`config.mk`:
```
export PLATFORM = sky130hd
export DESIGN_NAME = uart_rx
export DESIGN_NICKNAME = d
export VERILOG_FILES = /design/src/rtl/uart_rx.sv
export SDC_FILE = /design/constraint.sdc
export NUM_CORES = 1
export LEC_CHECK = 0
export ABC_AREA = 0
export CAP_MARGIN = 40
export CORE_ASPECT_RATIO = 0.9
export CORE_UTILIZATION = 60
export CTS_BUF_LIST = sky130_fd_sc_hd__clkbuf_2
export DETAILED_ROUTE_END_ITERATION = 16
export PLACE_DENSITY = 0.82
export SYNTH_ARGS = -nofsm -noshare
export SYNTH_HDL_FRONTEND = slang
export SYNTH_SLANG_ARGS = --single-unit
```
`constraint.sdc`:
```
create_clock -name clk -period 3.2 [get_ports clk]
set_input_delay 0.64 -clock clk [delete_from_list [all_inputs] [get_ports clk]]
set_output_delay 0.64 -clock clk [all_outputs]
set_load 0.005 [all_outputs]
```
`src/rtl/uart_rx.sv`:
```
// 8N1 UART receiver: 2-FF synchronised input, mid-bit sampling, and a level-valid /
// read-strobe handshake with one-cycle framing-error pulse and sticky overrun flag.
module uart_rx #(
  parameter int CLKS_PER_BIT = 16
) (
  input  logic       clk,
  input  logic       reset,
  input  logic       rx_in,
  input  logic       rx_read,
  output logic [7:0] rx_data,
  output logic       rx_valid,
  output logic       rx_busy,
  output logic       rx_frame_err,
  output logic       rx_overrun
);

  localparam int CW = $clog2(CLKS_PER_BIT);
  localparam logic [CW-1:0] HALF_M1 = CW'(CLKS_PER_BIT / 2 - 1);
  localparam logic [CW-1:0] FULL_M1 = CW'(CLKS_PER_BIT - 1);

  typedef enum logic [2:0] {BREAK, IDLE, START, DATA, STOP} state_t;

  state_t        state, state_nxt;
  logic          s1, rx_s;
  logic [CW-1:0] cnt;
  logic [2:0]    bit_idx;
  logic [7:0]    shift;
  logic          sample, commit, ferr;

  always_ff @(posedge clk) begin
    if (reset) begin
      s1   <= 1'b1;
      rx_s <= 1'b1;
    end else begin
      s1   <= rx_in;
      rx_s <= s1;
    end
  end

  always_comb begin
    state_nxt = state;
    sample    = 1'b0;
    commit    = 1'b0;
    ferr      = 1'b0;
    case (state)
      BREAK: if (rx_s) state_nxt = IDLE;
      IDLE:  if (!rx_s) state_nxt = START;
      START: if (cnt == HALF_M1) state_nxt = rx_s ? IDLE : DATA;
      DATA: begin
        if (cnt == FULL_M1) begin
          sample = 1'b1;
          if (bit_idx == 3'd7) state_nxt = STOP;
        end
      end
      STOP: begin
        if (cnt == FULL_M1) begin
          if (rx_s) begin
            commit    = 1'b1;
            state_nxt = IDLE;
          end else begin
            ferr      = 1'b1;
            state_nxt = BREAK;
          end
        end
      end
      default: state_nxt = BREAK;
    endcase
  end

  always_ff @(posedge clk) begin
    if (reset) begin
      state        <= BREAK;
      cnt          <= '0;
      bit_idx      <= '0;
      shift        <= '0;
      rx_data      <= '0;
      rx_valid     <= 1'b0;
      rx_busy      <= 1'b0;
      rx_frame_err <= 1'b0;
      rx_overrun   <= 1'b0;
    end else begin
      state <= state_nxt;
      // Zero on each bit sample too, so non-power-of-two bit periods wrap correctly.
      if (state_nxt != state || sample || state == IDLE || state == BREAK)
        cnt <= '0;
      else
        cnt <= cnt + 1'b1;

      if (state == START) bit_idx <= '0;
      if (sample) begin
        shift   <= {rx_s, shift[7:1]};
        bit_idx <= bit_idx + 3'd1;
      end

      rx_busy      <= (state_nxt inside {START, DATA, STOP});
      rx_frame_err <= ferr;

      if (rx_read && rx_valid) begin
        rx_valid   <= 1'b0;
        rx_overrun <= 1'b0;
      end
      // A read in the same cycle frees the holding register, so the new byte is kept.
      if (commit) begin
        if (!rx_valid || rx_read) begin
          rx_data  <= shift;
          rx_valid <= 1'b1;
        end else begin
          rx_overrun <= 1'b1;
        end
      end
    end
  end

endmodule

```
Word level (Yosys, flattened, before mapping)
Index checks and enable logic that the tools add are counted.
{"block": "word_totals", "reg_bits": 32, "inputBits": 4, "out_inout_bits": 12, "elab_cells": 61}
{"block": "classes", "add_sub_neg": 2, "n_eq_ne": 11, "muxes": 23, "bitwise_logic": 2, "reduce_logical": 12}
{"cell": "$mux 3", "count": 8}
{"cell": "$pmux 3 s5", "count": 1}
{"cell": "$mux 1", "count": 13}
{"cell": "$eq 3x2->1 const B", "count": 4}
{"cell": "$eq 3x3->1 const B", "count": 3}
{"cell": "$add 4x1->4 const B", "count": 1}
{"cell": "$eq 4x3->1 const B", "count": 1}
{"cell": "$eq 4x4->1 const B", "count": 1}
{"cell": "$logic_or 1x1->1", "count": 4}
{"cell": "$add 3x1->3 const B", "count": 1}
{"cell": "$eq 3x1->1 const B", "count": 1}
{"cell": "$logic_not 3->1", "count": 1}
{"cell": "$ne 3x3->1", "count": 1}
{"cell": "$reduce_bool 3->1", "count": 1}
{"cell": "$reduce_or 3->1", "count": 1}
{"cell": "$mux 2", "count": 1}
{"cell": "$not 1->1", "count": 2}
{"cell": "$reduce_and 2->1", "count": 1}
{"cell": "$reduce_bool 2->1", "count": 1}
{"cell": "$reduce_or 2->1", "count": 1}
{"cell": "$logic_and 1x1->1", "count": 1}
{"cell": "$logic_not 1->1", "count": 1}

Depth between registers and ports, before layout
Gate-level depths: netlist of the first run.
{"block": "logic_depth", "ltp_word": 9, "ltp_mapped": 6, "ltp_nobuf": 5}

Worst setup path before layout of the first run
Ideal clock, no wire load.
{"block": "synth_timing", "path_kind": "input-to-reg", "start": "input rx_read", "end": "register rx_data[2]", "setup_time_ps": 132, "arrival_time_ps": 1715, "required_ps": 3068, "path_slack_ps": 1352, "cell_stages": 6, "n_path_buf": 2, "cell_sequence": "nand2b_1 > clkbuf_1 > or4b_1 > clkbuf_1 > nand2_1 > a21oi_1"}
{"block": "synth_between", "elab_chain_len": 2}
{"element": "start: declaration", "line": "9", "source": "input logic rx_read,"}
{"element": "$logic_or 1x1->1", "line": "104", "source": "if (!rx_valid || rx_read) begin"}
{"element": "$reduce_and 2->1 (no line)"}
{"element": "end signal: assignment", "line": "105", "source": "rx_data <= shift;"}
{"element": "end: declaration", "line": "10", "source": "output logic [7:0] rx_data,"}
Every way passes these cells.
A chain may end at the register's enable or synchronous reset.

Worst setup path in the final report of the first run
{"block": "layout_timing", "start": "register state[2]", "end": "register cnt[3]"}
{"block": "layout_between", "elab_chain_len": 8, "word_cells_on_any_way": 18, "classes_between": "5 x eq/ne; 8 x mux; 5 x reduce/logical"}
{"element": "start: declaration", "line": "23", "source": "state_t state, state_nxt;"}
{"element": "start signal: assignment", "line": "82", "source": "state <= state_nxt;"}
{"element": "$mux 3", "line": "52", "source": "if (bit_idx == 3'd7) state_nxt = STOP;"}
{"element": "$mux 3", "line": "50", "source": "if (cnt == FULL_M1) begin"}
{"element": "$pmux 3 s5", "line": "45", "source": "case (state)"}
{"element": "$ne 3x3->1", "line": "84", "source": "if (state_nxt != state || sample || state == IDLE || state == BREAK)"}
{"element": "$logic_or 1x1->1 (2 in series)", "line": "84"}
{"element": "$logic_or 1x1->1 *", "line": "84"}
{"element": "$reduce_or 2->1 (no line) *"}
{"element": "end signal: assignment", "line": "87", "source": "cnt <= cnt + 1'b1;"}
{"element": "end: declaration", "line": "25", "source": "logic [CW-1:0] cnt;"}
Mark *: on every way between the ends. The rest lies on a longest branch, timed or not.

==> results of run 1 <==
## worst paths after layout
check | cells past startpoint | slack [ns] | endpoint
setup / recovery | 4 | 0.90 | cnt[3]$_SDFF_PP0_
hold / removal | 1 | 0.43 | rx_s$_SDFF_PP1_
setup reg to reg | 4 | 0.90 | cnt[3]$_SDFF_PP0_
hold reg to reg | 1 | 0.43 | rx_s$_SDFF_PP1_
## registers in the layout (all words and copies together) (netlist names), 3 cells and up
register and cells:
rx_data 8, cnt 4, state 3, shift 8, bit_idx 3
## final cells by class
type,instances,area share
well taps,25,0.0210
flip-flops and latches,32,0.431
clock inverters,1,0.00337
clock buffers,6,0.0202
inverters,3,0.00758
repair buffers,16,0.106
multi-input cells,105,0.411
## critical path: stages (launching register included)
cell and delay [ns]:
dfxtp_1 0.44, or3b_1 0.46, nor3_2 0.61, o311ai_1 0.32, a2111oi_2 0.35
## synthesized netlist by cell type (all sizes together) (2+ instances only)
cell | n | area [um2]
nor3 | 3 | 20.0
or2 | 4 | 25.0
nand2 | 29 | 109
a211oi | 2 | 15.0
dfxtp | 32 | 641
a2111oi | 2 | 30.0
buf | 2 | 10.0
nor4 | 2 | 12.5
nand2b | 3 | 18.8
nand3 | 12 | 60.1
a21oi | 22 | 110
nor2 | 6 | 22.5
inv | 3 | 11.3
or3b | 2 | 17.5
clkbuf | 7 | 26.3
ha | 3 | 37.5
## routing by layer
layer	share of wire	vias up
met5	0	-
met4	0.016	0
met3	0.068	6
met2	0.48	38
met1	0.43	514
li1	-	546
## report_power, final
group	switching (uW)	internal [uW]
Sequential	4.14	402
Clock	130	52.0
Combinational	12.7	11.5
Total	147	466
## kinds of logic after synthesis
group / after synthesis
AO/OA/AOI/OAI: 32
AND/OR/NAND/NOR: 67
multiplexers: 1
buffers and inverters: 12
adder cells (fa/ha/maj): 3
flip-flops: 32
XOR/XNOR: 2
## per-stage QoR
stage | hold slack [ns] | cell area, um2 | std cells | total power, uW
after floorplan | 0.389 | 1300 | 149 | 430
after global placement | 0.396 | 1450 | 181 | 438
after detailed placement | 0.394 | 1450 | 181 | 439
after CTS | 0.431 | 1490 | 188 | 620
after global routing | 0.445 | 1490 | 188 | 637
final | 0.429 | 1490 | 188 | 613
==> qor.yml, run 1 <==
hp-start: "s1$_SDFF_PP1_"
hold_viol: 0
post-cts-setup-buffers: 0
area_delta_synth_final_pct: 14.5
syn-num-nets: 156
leakagePower_uw: 0.000492
path_max_fanout: 13
drive_above_1_share: 0.110
endpoint_kind: "flop"
final_common_cell: "dfxtp_1"
setup_viol: 0
final_nets: 170
fin_crit_ns: 2.30
portBuffers: 15
synthAdderAreaFrac: 0.0289
grt_busiest_layer: "met2"
synth_cell_type_count: 33
relSlewSlack: 0.450
ir_drop_v: 0.000288
fmax_mhz: 435
synth_top_family_by_area: "simple AND/OR/NAND/NOR gates"
htree_levels: 2
maxCapViolCount: 0
worst_pin_slew_ns: 0.823
synthFlopType: "dfxtp_1"
cts.sinks: 32
multi_input_area_um2: 611
synth-compound-area-share: 0.157
wl_per_cell_um: 13.5
num_rows: 15
cts_resized: 0
crit_required_ns: 3.46
dp_hpwl_um: 1830
seq_area_um2: 641
setup_tns_ns: 0
synth_area_um2: 1300
grt_overflow: 0
outcome: "finished, final reports clean"
cts_tree: "yes"
holdCritPathClass: "reg2reg"
fin_worst_skew_ns: 0.0210
r2r_start: "state[2]$_SDFF_PP0_"
initialDrtViolationCount: 13
grt_max_degree: 20
finalWeightedCongestion: 0.784
antenna_cells: 0
grt_setup_unrepaired: "false"
start_util: 0.659
crit_start: "state[2]$_SDFF_PP0_"
cts.hold.buffers_added: 0
setup.worst_path.start_class: "flop"
track_usage: 0.258
met2_usage: 0.437
syn_avg_cell_area_um2: 8.72
boundaryPins: 16
finalMaxSlewViolations: 0
synth-edff-count: 0
dp_worst_setup_slack_ns: 0.848
synthMuxAreaShare: 0.00867
synth_simple_gate_area_share: 0.262
ys_seq_area_frac: 0.493
drt_wl_total_um: 2540
die-area_um2: 2350
yosys_register_bits: 32
drt_pass1_iterations: 4
fin_ws_ns: 0.902
clk_pin_slew_worst_paths_ns: 0.16
fillers: 162
async_flop_share: 0
vias: 1104
grt_pass1_vias: 1013
criticalPathCategory: "reg2reg"
clockBufferDepth: 2
use_met1: 0.284
cp_data_arrival_time_ns: 2.56
ys_warn_count: 0
root_buffer: "clkbuf_2"
die_h_um: 46.1
antenna_found_initial: 0
power_per_cell_area_nw_per_um2: 412
synthCells: 149
layout_common_cells: "dfxtp_1, nand2_1, a21oi_1, clkdlybuf4s50_1, nand3_1"
drc_errors: 0
dieWidth_um: 51.0
grt_pass1_wl_um: 4260
numCtsBuffers: 5
grt_use_met3: 0.116
final_util: 0.754
vias_per_cell: 5.87
clock_latency_ns: 0.37
layout_worst_path_cycle_share: 0.718
core_area_um2: 1970
antenna_left: 0
synth_xor_area_frac: 0.0135
(Power assumes the default switching activity.)
==> run 2: changes to the inputs <==
Settings changed: CORE_UTILIZATION 60 to 56, PLACE_DENSITY 0.82 to 0.77.
Clock period 3.2 ns to 2.2 ns, I/O delays scaled along.
==> run 2 against run 1 <==
- core utilization down 4.3 points
- non-clock buffer count increased by 4
- wire length fell by 3.8%
- worst setup slack worse by 0.77 ns
- worst hold slack gained 0.0024 ns
- sequential share of layout area down 1.8 points
- critical path type unchanged
- clock-buffer cell count fell by 1
- sequential cell count is the same
==> qor.yml, run 2 (synthesis gave the netlist of run 1 again) <==
outcome: "finished, final reports clean"
antenna_found_initial: 0
fin_worst_skew_ns: 0.0111
setup_tns_ns: 0
worst_pin_slew_ns: 0.651
crit_chain: "ha_1 -> nand3_1 -> nor3_2 -> buf_4 -> or4_4 -> a2111oi_2"
cp_data_arrival_time_ns: 2.35
vias: 1076
drive_above_1_share: 0.137
num_rows: 16
ir_drop_v: 0.000436
antenna_left: 0
root_buffer: "clkbuf_2"
post-cts-setup-buffers: 0
final_util: 0.711
cts_resized: 0
grt_setup_unrepaired: "false"
antenna_cells: 0
drt_pass1_iterations: 4
start_util: 0.595
maxCapViolCount: 0
criticalPathCategory: "reg2reg"
fin_crit_ns: 2.07
numCtsBuffers: 5
clockBufferDepth: 2
dp_hpwl_um: 1730
grt_pass1_wl_um: 3770
holdCritPathClass: "reg2reg"
final_common_cell: "dfxtp_1"
fmax_mhz: 483
endpoint_kind: "flop"
setup.worst_path.start_class: "flop"
relSlewSlack: 0.559
final_cells: 195
power_per_cell_area_nw_per_um2: 661
grt_overflow: 0
final_nets: 174
portBuffers: 15
vias_per_cell: 5.52
htree_levels: 2
wl_per_cell_um: 12.5
leakagePower_uw: 0.000522
cts_tree: "yes"
slowest_stage: "or4_4"
place_inst: 187
setup_viol: 0
area_delta_synth_final_pct: 19.5
layout_worst_path_cycle_share: 0.941
finalMaxSlewViolations: 0
die-area_um2: 2520
clock_latency_ns: 0.37
drt_wl_total_um: 2450
dieWidth_um: 52.8
clk_pin_slew_worst_paths_ns: 0.16
cts.hold.buffers_added: 0
reg_top3: "rx_data (8), shift (8), cnt (4)"
layout_common_cells: "dfxtp_1, nand2_1, a21oi_1, clkdlybuf4s50_1, nand3_1"
initialDrtViolationCount: 31
r2r_slack_ns: 0.13
track_usage: 0.217
core_area_um2: 2180
cpPeakStageDelay_ns: 0.55
path_max_fanout: 12
drc_errors: 0
finalWeightedCongestion: 0.844
crit_required_ns: 2.48
hold_viol: 0
boundaryPins: 16
grt_max_degree: 21
grt_pass1_vias: 850
die_h_um: 47.7
cts.sinks: 32
==> run 2: cell count changes in the layout (fill, tap and decap cells not counted), sizes merged <==
cell / delta
buf: +4
bufinv: +1
clkbuf: -1
clkinvlp: +1
==> run 2: power by group <==
group	switching (uW)	total [uW]	internal, uW	leakage, uW
combinational	19.3	37.3	17.9	0.000224
clock	207	397	190	0.0000390
sequential	5.88	591	585	0.000259
total	233	1030	793	0.000522
==> run 2: metal layers <==
layer | wire length (um) | track usage
met5 | 0 | 0
met4 | 38 | 0.126
met3 | 100 | 0.0667
met2 | 1130 | 0.322
met1 | 1180 | 0.283
==> run 2: path summary, 6_finish.rpt <==
path,start,end,cells past startpoint
worst max-delay path,cnt[0]$_SDFF_PP0_,cnt[0]$_SDFF_PP0_,6
worst min-delay path,s1$_SDFF_PP1_,rx_s$_SDFF_PP1_,1
worst max register to register,cnt[0]$_SDFF_PP0_,cnt[0]$_SDFF_PP0_,6
worst min register to register,s1$_SDFF_PP1_,rx_s$_SDFF_PP1_,1
==> run 2: final cells by class <==
cell class                      count  area, um2
Sequential cell                    32        641
Fill cell                         170        631
Multi-Input combinational cell    105        611
Timing Repair Buffer               20        188
Clock inverter                      3       42.5
Tap cell                           27       33.8
Clock buffer                        5       25.0
Inverter                            3       11.3
==> run 2: per-stage QoR <==
| stage | hold WS, ns | instance area [um2] | setup slack [ns] | power (uW) |
|---|---|---|---|---|
| 5_1_grt | 0.446 | 1550 | 0.00152 | 1060 |
| 4_1_cts | 0.436 | 1550 | 0.133 | 1030 |
| 6_report | 0.432 | 1550 | 0.129 | 1030 |
| 3_5_place_dp | 0.398 | 1480 | 0.175 | 640 |
| 3_3_place_gp | 0.394 | 1480 | 0.193 | 639 |
| 2_1_floorplan | 0.389 | 1300 | 0.405 | 625 |
==> run 2: critical path: cells and delay by family (launching register included) <==
kind                       cells  cell delay [ns]
adders and majority gates      1             0.25
DFF                            1             0.37
and+or+nand+nor                3             0.81
AOI/OAI and AO/OA              1             0.37
buffers and inverters          1             0.18
==> run 3: changes to the inputs <==
Settings changed: CORE_MARGIN set to 1, PLACE_DENSITY 0.77 to 0.84.
==> run 3 against run 2 <==
- wire length increased by 9.6%
- fmax decreased by 0.60%
- critical endpoint unchanged
- largest cell class unchanged
- largest power group unchanged
- highest routed layer unchanged
- non-clock buffer count decreased by 1
- die area unchanged
==> qor.yml, run 3 (synthesis gave the netlist of run 1 again) <==
dieWidth_um: 52.8
endpoint_kind: "flop"
path_max_fanout: 12
slowest_stage: "or4_4"
grt_overflow: 0
clockBufferDepth: 2
fin_crit_ns: 2.08
seqPwrFrac: 0.673
final_nets: 173
r2r_slack_ns: 0.12
drc_errors: 0
ir_drop_v: 0.000576
cp_data_arrival_time_ns: 2.35
grt_pass1_vias: 936
place_inst: 186
grt_max_degree: 24
final_cells: 193
cts.sinks: 32
fillers: 179
setup_tns_ns: 0
maxCapViolCount: 0
vias_per_cell: 5.71
leakagePower_uw: 0.000501
post-cts-setup-buffers: 0
clk_pin_slew_worst_paths_ns: 0.15
root_buffer: "clkbuf_2"
core_area_um2: 2180
dp_hpwl_um: 1950
p_switching_uw: 211
p_int_uw: 667
final_util: 0.694
die-area_um2: 2520
area_delta_synth_final_pct: 16.7
setup_viol: 0
reg_top3: "rx_data (8), shift (8), cnt (4)"
wl_per_cell_um: 13.9
drt_pass1_iterations: 5
comb_power_share: 0.041
die_h_um: 47.7
setup.worst_path.start_class: "flop"
boundaryPins: 16
holdCritPathClass: "reg2reg"
power_per_cell_area_nw_per_um2: 579
htree_levels: 2
clock_latency_ns: 0.36
track_usage: 0.241
grt_pass1_wl_um: 4190
cts_tree: "yes"
worst_pin_slew_ns: 0.684
p_sw_frac: 0.240
critPathBufInv: 1
crit_required_ns: 2.46
hold_viol: 0
drive_above_1_share: 0.127
fmax_mhz: 480
antenna_cells: 0
portBuffers: 15
finalMaxSlewViolations: 0
vias: 1102
grt_setup_unrepaired: "false"
num_rows: 16
multi_input_area_um2: 617
final_common_cell: "dfxtp_1"
layout_common_cells: "dfxtp_1, nand2_1, a21oi_1, clkdlybuf4s50_1, nand3_1"
outcome: "finished, final reports clean"
drt_wl_total_um: 2680
antenna_found_initial: 0
finalWeightedCongestion: 0.918
antenna_left: 0
relSlewSlack: 0.537
initialDrtViolationCount: 14
cpPeakStageDelay_ns: 0.56
layout_worst_path_cycle_share: 0.947
pwr-share-clk: 0.286
criticalPathCategory: "reg2reg"
seq_area_um2: 641
fin_worst_skew_ns: 0.00845
numCtsBuffers: 5
crit_family: "simple AND/OR/NAND/NOR gates"
crit_chain: "ha_1 -> nand3_2 -> nor3_2 -> buf_4 -> or4_4 -> a2111oi_2"
start_util: 0.595
[run 3: cell count changes in the layout (fill, tap and decap cells not counted), sizes merged]
cell,change
bufinv,-1
buf,-1
clkinvlp,-1
clkinv,+1
[run 3: path summary, 6_finish.rpt]
path,endpoint,cells past startpoint,from
worst max-delay path,cnt[0]$_SDFF_PP0_,6,cnt[0]$_SDFF_PP0_
worst min register to register,rx_s$_SDFF_PP1_,1,s1$_SDFF_PP1_
worst max register to register,cnt[0]$_SDFF_PP0_,6,cnt[0]$_SDFF_PP0_
worst min-delay path,rx_s$_SDFF_PP1_,1,s1$_SDFF_PP1_
[run 3: final cells by class]
cell class | instances | area share
inverter | 3 | 0.00743
clock buffer | 5 | 0.0165
sequential | 32 | 0.423
timing repair buffer | 19 | 0.119
tap | 27 | 0.0223
clock inverter | 2 | 0.00495
multi-input combinational | 105 | 0.407
[run 3: what timing repair did]
action / CTS / global route
hold endpoints to repair: 0 / 0
endpoints found under the setup margin: 0 / 1
gates resized for setup: 0 / 2
hold buffers: 0 / 0
[run 3: per-layer routing]
metal  wire, um  vias to the layer above  GRT usage
met5          0                        -          0
met4         40                        0      0.116
met3        136                        8      0.102
met2       1310                       35      0.390
met1       1190                      502      0.282
li1           -                      557          -
[run 3: power by group through the flow]
stage               Sequential [uW]  Combinational, uW  Clock [uW]
global route                    592               39.7         284
detailed placement              603               35.7           0
floorplan                       601               23.5           0
global placement                603               34.4           0
finish                          591               36.0         251
CTS                             590               36.0         259
[run 3: stage by stage]
step	area, um2	power (uW)	setup WS (ns)	hold WS, ns
after floorplan	1300	625	0.405	0.389
after global placement	1480	637	0.199	0.400
after detailed placement	1480	639	0.132	0.395
after CTS	1510	885	0.0903	0.428
after global routing	1520	916	0.0387	0.442
final	1520	877	0.117	0.427
